==> src/rtl/i2s_pkg.sv <==
// Shared types and constants for the I2S receive deframer.
package i2s_pkg;

  typedef enum logic [1:0] {
    SYNC  = 2'd0,
    LEFT  = 2'd1,
    RIGHT = 2'd2
  } state_t;

  localparam int CH_LEFT  = 0;
  localparam int CH_RIGHT = 1;
  localparam int CH_AVG   = 2;

  localparam int PKT_WIDTH_DFLT = 16;
  localparam int FRAME_BCLK     = 32;

endpackage

==> src/rtl/i2s_slot_shifter.sv <==
// Bit-level front end: WS edge detection, SD deserialisation and slot length tracking.
module i2s_slot_shifter
  import i2s_pkg::*;
#(
  parameter int PKT_WIDTH = PKT_WIDTH_DFLT
) (
  input  logic                 clk_i,
  input  logic                 rst_i,
  input  logic                 ws_i,
  input  logic                 sd_i,
  output logic [PKT_WIDTH-1:0] word_o,
  output logic                 isEdge_o,
  output logic                 rise_o,
  output logic                 fall_o,
  output logic                 good_o,
  output logic                 overrun_o
);

  localparam int CNT_W = $clog2(PKT_WIDTH);
  localparam logic [CNT_W-1:0] CNT_MAX = CNT_W'(PKT_WIDTH - 1);
  localparam logic [CNT_W-1:0] CNT_ONE = CNT_W'(1);

  logic                 wsD_q;
  logic [PKT_WIDTH-1:0] shift_q, shift_d;
  logic [CNT_W-1:0]     cnt_q, cnt_d;

  always_comb begin
    shift_d   = {shift_q[PKT_WIDTH-2:0], sd_i};
    word_o    = shift_d;
    isEdge_o  = (ws_i != wsD_q);
    rise_o    = ~wsD_q & ws_i;
    fall_o    = wsD_q & ~ws_i;
    good_o    = (cnt_q == CNT_MAX);
    overrun_o = ~isEdge_o & (cnt_q == CNT_MAX);
    // Counter parks at the slot length so a stuck WS cannot wrap it into a false good slot.
    cnt_d = cnt_q;
    if (isEdge_o) begin
      cnt_d = '0;
    end else if (cnt_q != CNT_MAX) begin
      cnt_d = cnt_q + CNT_ONE;
    end
  end

  always_ff @(posedge clk_i) begin
    if (rst_i) begin
      wsD_q   <= 1'b1;
      shift_q <= '0;
      cnt_q   <= '0;
    end else begin
      wsD_q   <= ws_i;
      shift_q <= shift_d;
      cnt_q   <= cnt_d;
    end
  end

endmodule

==> src/rtl/i2s_rx_deframer.sv <==
// I2S slave receiver: framing FSM, mono channel selection and framing-error accounting.
module i2s_rx_deframer
  import i2s_pkg::*;
#(
  parameter int PKT_WIDTH = PKT_WIDTH_DFLT,
  parameter int CHAN_SEL  = CH_LEFT,
  parameter int ERR_CNT_W = 8
) (
  input  logic                 clk_i,
  input  logic                 rst_i,
  input  logic                 ws_i,
  input  logic                 sd_i,
  output logic [PKT_WIDTH-1:0] pkt_o,
  output logic                 pktChanged_o,
  output logic [PKT_WIDTH-1:0] pktL_o,
  output logic [PKT_WIDTH-1:0] pktR_o,
  output logic                 locked_o,
  output logic                 frameErr_o,
  output logic [ERR_CNT_W-1:0] errCnt_o
);

  localparam logic [ERR_CNT_W-1:0] ERR_ONE = ERR_CNT_W'(1);

  logic [PKT_WIDTH-1:0] word;
  logic                 isEdge, rise, fall, good, overrun;

  i2s_slot_shifter #(.PKT_WIDTH(PKT_WIDTH)) u_shifter (
    .clk_i     (clk_i),
    .rst_i     (rst_i),
    .ws_i      (ws_i),
    .sd_i      (sd_i),
    .word_o    (word),
    .isEdge_o  (isEdge),
    .rise_o    (rise),
    .fall_o    (fall),
    .good_o    (good),
    .overrun_o (overrun)
  );

  state_t               state_q, state_d;
  logic [PKT_WIDTH-1:0] pkt_q, pkt_d, pktL_q, pktL_d, pktR_q, pktR_d;
  logic                 strobe_q, strobe_d, err_q, err_d;
  logic [ERR_CNT_W-1:0] errCnt_q, errCnt_d;
  logic [PKT_WIDTH:0]   avgSum;
  logic [PKT_WIDTH-1:0] monoSample;
  logic                 fault;

  // The right word completes this cycle; the left word was latched at the preceding rise.
  always_comb begin
    avgSum = {pktL_q[PKT_WIDTH-1], pktL_q} + {word[PKT_WIDTH-1], word};
    case (CHAN_SEL)
      CH_RIGHT: monoSample = word;
      CH_AVG:   monoSample = avgSum[PKT_WIDTH:1];
      default:  monoSample = pktL_q;
    endcase
  end

  always_comb begin
    state_d  = state_q;
    pkt_d    = pkt_q;
    pktL_d   = pktL_q;
    pktR_d   = pktR_q;
    strobe_d = 1'b0;
    err_d    = 1'b0;
    errCnt_d = errCnt_q;
    fault    = 1'b0;
    case (state_q)
      SYNC: begin
        if (fall) state_d = LEFT;
      end
      LEFT: begin
        if (rise) begin
          if (good) begin
            pktL_d  = word;
            state_d = RIGHT;
          end else begin
            fault = 1'b1;
          end
        end else if (overrun) begin
          fault = 1'b1;
        end
      end
      RIGHT: begin
        if (fall) begin
          if (good) begin
            pktR_d   = word;
            pkt_d    = monoSample;
            strobe_d = 1'b1;
            state_d  = LEFT;
          end else begin
            fault = 1'b1;
          end
        end else if (overrun) begin
          fault = 1'b1;
        end
      end
      default: state_d = SYNC;
    endcase
    if (fault) begin
      err_d   = 1'b1;
      state_d = SYNC;
      if (errCnt_q != '1) errCnt_d = errCnt_q + ERR_ONE;
    end
  end

  always_ff @(posedge clk_i) begin
    if (rst_i) begin
      state_q  <= SYNC;
      pkt_q    <= '0;
      pktL_q   <= '0;
      pktR_q   <= '0;
      strobe_q <= 1'b0;
      err_q    <= 1'b0;
      errCnt_q <= '0;
    end else begin
      state_q  <= state_d;
      pkt_q    <= pkt_d;
      pktL_q   <= pktL_d;
      pktR_q   <= pktR_d;
      strobe_q <= strobe_d;
      err_q    <= err_d;
      errCnt_q <= errCnt_d;
    end
  end

  assign pkt_o        = pkt_q;
  assign pktChanged_o = strobe_q;
  assign pktL_o       = pktL_q;
  assign pktR_o       = pktR_q;
  assign locked_o     = (state_q != SYNC);
  assign frameErr_o   = err_q;
  assign errCnt_o     = errCnt_q;

endmodule

==> config.mk <==
export PLATFORM = sky130hd
export DESIGN_NAME = i2s_rx_deframer
export DESIGN_NICKNAME = d
export VERILOG_FILES = /design/src/rtl/i2s_pkg.sv /design/src/rtl/i2s_slot_shifter.sv /design/src/rtl/i2s_rx_deframer.sv
export SDC_FILE = /design/constraint.sdc
export NUM_CORES = 1
export LEC_CHECK = 0
export ABC_CLOCK_PERIOD_IN_PS = 3300
export CAP_MARGIN = 0
export CORE_ASPECT_RATIO = 0.8
export CORE_MARGIN = 1
export CORE_UTILIZATION = 35
export DETAILED_ROUTE_END_ITERATION = 8
export PLACE_DENSITY = 0.61
export SLEW_MARGIN = 25
export SYNTH_ARGS = -nofsm -noshare
export SYNTH_HDL_FRONTEND = slang
export SYNTH_HIERARCHICAL = 1
export SYNTH_SLANG_ARGS = --single-unit
export TNS_END_PERCENT = 50
==> constraint.sdc <==
create_clock -name clk_i -period 3.3 [get_ports clk_i]
set_input_delay 0.66 -clock clk_i [delete_from_list [all_inputs] [get_ports clk_i]]
set_output_delay 0.66 -clock clk_i [all_outputs]
set_load 0.05 [all_outputs]
**Word-level counts from Yosys, hierarchy flattened**

Index checks and enable logic that the tools add are counted.

- Add/subtract/negate cells: 2
- Eq/ne operators: 11
- Mux-type cells: 13
- Bitwise operators: 8
- Reductions and logical operators: 9

Operator list:

| cell | count |
|---|---|
| $mux 2 | 5 |
| $ne 2x2->1 const B | 5 |
| $add 8x1->8 const B | 1 |
| $ne 8x8->1 const B | 1 |
| $mux 1 | 6 |
| $pmux 2 s3 | 1 |
| $reduce_and 3->1 | 2 |
| $not 1->1 | 5 |
| $reduce_and 5->1 | 1 |
| $add 4x1->4 const B | 1 |
| $eq 4x4->1 const B | 1 |
| $ne 4x4->1 const B | 1 |
| $reduce_or 2->1 | 2 |
| $and 1x1->1 | 3 |
| $reduce_or 3->1 | 1 |
| $eq 2x1->1 const B | 1 |
| $eq 2x2->1 const B | 1 |
| $logic_not 2->1 | 1 |
| $pmux 1 s2 | 1 |
| $reduce_and 2->1 | 1 |
| $reduce_bool 2->1 | 1 |
| $ne 1x1->1 | 1 |

- Register bits after elaboration: 80
- Bits of input ports: 4
- Output and inout bits: 59
- Word-level logic and storage cells: 53

**Depth between registers and ports, before layout**

- Depth after elaboration: 7
- Gate-level depth with buffers: 9
- Mapped depth without buffers: 8

**Hierarchy**

Netlist, hierarchy kept.

By module, submodules not included:

| module | times used | cells an instance | area each (sq um) |
|---|---|---|---|
| i2s_rx_deframer | 1 | 286 | 2297.2 |
| i2s_slot_shifter | 1 | 60 | 698.2 |

**Worst setup path after synthesis**

OpenSTA, ideal clock, no wires.

- Path kind: input -> register
- Start: in ws_i
- End: reg errCnt_q[5], in the netlist errCnt_o[5]
- Library setup time: 0.115 ns
- Arrival: 2.004 ns
- Data required time: 3.185 ns
- Slack: 1.181 ns
- Stages: 9
- Path through: inv_1 -> ha_1 -> and2_1 -> nand2_1 -> a21oi_2 -> o21ai_2 -> buf_6 -> o31a_2 -> o21ba_1

- Word-level cells in the longest chain between the ends: 7
- Elaborated cells on any way between the ends: 11

Ends and longest elaborated chain:

| what | RTL line | source |
|---|---|---|
| start, declared | i2s_rx_deframer.sv:11 | `input logic ws_i,` |
| $ne 1x1->1 (*) | i2s_slot_shifter.sv:30 | `isEdge_o = (ws_i != wsD_q);` |
| $not 1->1 (*) | i2s_slot_shifter.sv:34 | `overrun_o = ~isEdge_o & (cnt_q == CNT_MAX);` |
| $and 1x1->1 (*) | i2s_slot_shifter.sv:34 |  |
| via overrun | i2s_rx_deframer.sv:25 | `logic isEdge, rise, fall, good, overrun;` |
| $mux 1 (*) | i2s_rx_deframer.sv:79, i2s_rx_deframer.sv:93 |  |
| $mux 1, on equally long branches | i2s_rx_deframer.sv:84, i2s_rx_deframer.sv:72 |  |
| $pmux 1 s2 (*) | i2s_rx_deframer.sv:67 | `case (state_q)` |
| $reduce_and 2->1 (no source line) (*) | -- |  |
| end signal, assigned | i2s_rx_deframer.sv:122 | `errCnt_q <= errCnt_d;` |
| end, declared | i2s_rx_deframer.sv:43 | `logic [ERR_CNT_W-1:0] errCnt_q, errCnt_d;` |

The timed path passes the listed nets; every way through them passes the cells marked *.
A chain may end at the register's enable or synchronous reset.

**Final worst setup path**

- Start: reg state_q[0]
- End: out locked_o

- Word-level cells in the longest chain between the ends: 1

Ends and longest elaborated chain:

| what | RTL line | source |
|---|---|---|
| start, declared | i2s_rx_deframer.sv:40 | `state_t state_q, state_d;` |
| start signal, assigned | i2s_rx_deframer.sv:116 | `state_q <= state_d;` |
| $reduce_bool 2->1 | i2s_rx_deframer.sv:130 | `assign locked_o = (state_q != SYNC);` |
| end, declared | i2s_rx_deframer.sv:17 | `output logic locked_o,` |

No other way between the ends.

==> flow_summary.json <==
{
  "status": "complete, no violations",
  "p_total_mw": 2.08,
  "cp_num_buf_inv": 3,
  "max_cap_viol_count": 0,
  "p_sw_mw": 0.474,
  "stdcell_count": 513,
  "fin_ws_ns": 0.745,
  "cts_max_path_buffers": 2,
  "crit_family": "buffers and inverters",
  "internal_power_mw": 1.60,
  "worstSetupEndpoint": "locked_o",
  "ir_drop_v": 0.000299,
  "dp_hpwl_microns": 4100,
  "cp.arrival_ns": 1.89,
  "cts_buffers": 9,
  "pwr-share-comb_pct": 9.5,
  "clk_latency_ns": 0.34,
  "remaining_drc_errors": 0,
  "cts_root_buffer": "clkbuf_8",
  "crit_top_cell": "inv_1",
  "h-tree-depth": 3,
  "swShare_pct": 22.8,
  "r2r-end": "errCnt_o[7]",
  "path_clk_slew_ns": 0.08,
  "clkPwrFrac_pct": 42.5,
  "synthToLayoutAreaGrowth_pct": 30.9,
  "path_max_fanout": 5,
  "grtUsageTotal_pct": 15.5,
  "syn_avg_cell_area_sq_um": 8.67,
  "tightest_slew_ns": 0.694,
  "filler_cell_count": 801,
  "crit_type": "flop to primary output",
  "ant_nets": 0,
  "yosys_warnings": 6,
  "cellPowerDensity_mw_per_mm2": 530,
  "rr_startpoint": "u_shifter/cnt_q[0]",
  "synth_fp_nets": 358,
  "avgRoutedWirePerCell_microns": 12.7,
  "final_util_pct": 48.4,
  "diodes": 0,
  "dr.first_iter.drc_count": 99,
  "vias_per_cell": 4.73,
  "syn_area_sq_mm": 0.00299,
  "max_freq_ghz": 0.391,
  "slowest_stage": "clkdlybuf4s50_1",
  "regArea_sq_mm": 0.00160,
  "postCtsHoldBufs": 0,
  "hold_class": "flop to flop",
  "pwr-share-seq_pct": 47.9,
  "gp_congestion": 0.731,
  "path_cells": "inv_1, ha_1, inv_1, clkdlybuf4s50_1",
  "grt_max_degree": 55,
  "crit_start": "state_q[0]",
  "multi_input_area_sq_mm": 0.00126,
  "reg2reg_depth": 8,
  "maxSlewHeadroom_pct": 53.6,
  "rsz0062_at_grt": "no",
  "drive_gt1_share_pct": 7.16,
  "vias": 2424,
  "clock-skew-final_ns": 0.00920,
  "dp.cells": 497,
  "wirelength_microns": 6510,
  "fin_tns_setup_ns": 0,
  "path_depth": 4,
  "dr.pass1.iters": 4,
  "fin_crit_sh_pct": 77.4,
  "io_pins": 63,
  "slowest_delay_ns": 0.78,
  "core_area_sq_mm": 0.00809,
  "preCtsSetupSlack_ns": 0.501,
  "dieHeight_microns": 84.7,
  "grt_pass1_wl_microns": 11000,
  "synthCells": 345,
  "gr-total-overflow": 0,
  "ctsResizeCount": 0,
  "nets": 413,
  "die_w_microns": 105,
  "postCtsSetupRepairBufs": 0,
  "slew_viol_final": 0,
  "start_util_pct": 37.0,
  "fin_crit_ns": 2.55,
  "r2r_setup_slack_ns": 1.18,
  "rows": 29,
  "required_ns": 2.64,
  "antenna_found_initial": 0,
  "die_area_sq_mm": 0.00892,
  "cts_tree": "yes",
  "leakage_nw": 1.37,
  "critPathLaunchType": "flop",
  "grt_pass1_vias": 2210,
  "setup_violations": 0,
  "port_buffers": 62,
  "hold_violations": 0,
  "critPathCaptureType": "primary output",
  "clock_sinks": 80
}
-- registers in the layout (all words and copies together) (netlist names) --
name / count
pktR_o: 16
pktL_o: 16
u_shifter/cnt_q: 4
errCnt_o: 8
u_shifter/wsD_q: 1
state_q: 2
u_shifter/shift_q: 15
pktChanged_o: 1
pkt_o: 16
frameErr_o: 1
-- final cells by class --
class	instances	area share [%]
sequential	80	40.9
timing repair buffer	64	16.1
inverter	8	0.767
tap	108	3.45
multi-input combinational	237	32.3
clock inverter	4	2.52
clock buffer	12	3.96
-- power groups by stage --
stage	logic (mW)	registers, mW	clock network [mW]
global route	0.219	0.998	0.952
global placement	0.194	1.02	0
floorplan	0.149	1.02	0
detailed placement	0.196	1.02	0
finish	0.198	0.995	0.883
CTS	0.198	0.996	0.916
-- through the flow --
stage	area, sq um	hold WS, ns
2_1_floorplan	2990	0.432
3_3_place_gp	3660	0.444
3_5_place_dp	3660	0.444
4_1_cts	3920	0.447
5_1_grt	3920	0.460
6_report	3920	0.445
-- cell usage in the layout (no fill, tap or decap), drive strengths merged, types with 5 or more instances in the layout --
cell	n
nor2	10
nand3	5
clkdlybuf4s50	61
ha	9
inv	9
clkbuf	12
nor2b	17
dfxtp	80
nand2	100
a21oi	54
-- tightest hold or removal path, stage by stage, from the launching register on --
cell	delay (ns)
dfxtp_1	0.31
nand2_1	0.05
a21oi_1	0.05
-- worst min-delay path by stage --
stage                            end                   from  depth (start not counted)
final                     pktL_o[15]  u_shifter/shift_q[14]                          2
after global routing      pktR_o[15]  u_shifter/shift_q[14]                          2
after CTS                 pktL_o[15]  u_shifter/shift_q[14]                          2
after detailed placement  pktL_o[15]  u_shifter/shift_q[14]                          2
after global placement     pktR_o[5]              pktR_o[5]                          2
after floorplan           pktL_o[15]  u_shifter/shift_q[14]                          2
-- layer usage --
layer	share of wire [%]	up-vias	routed length, microns	GRT usage [%]
li1	-	1247	-	-
met1	53	1113	3450	22.1
met2	40	58	2620	21.8
met3	5.7	6	373	5.67
met4	1.1	0	72	4.48
met5	0	-	0	0
(Power assumes the default switching activity.)
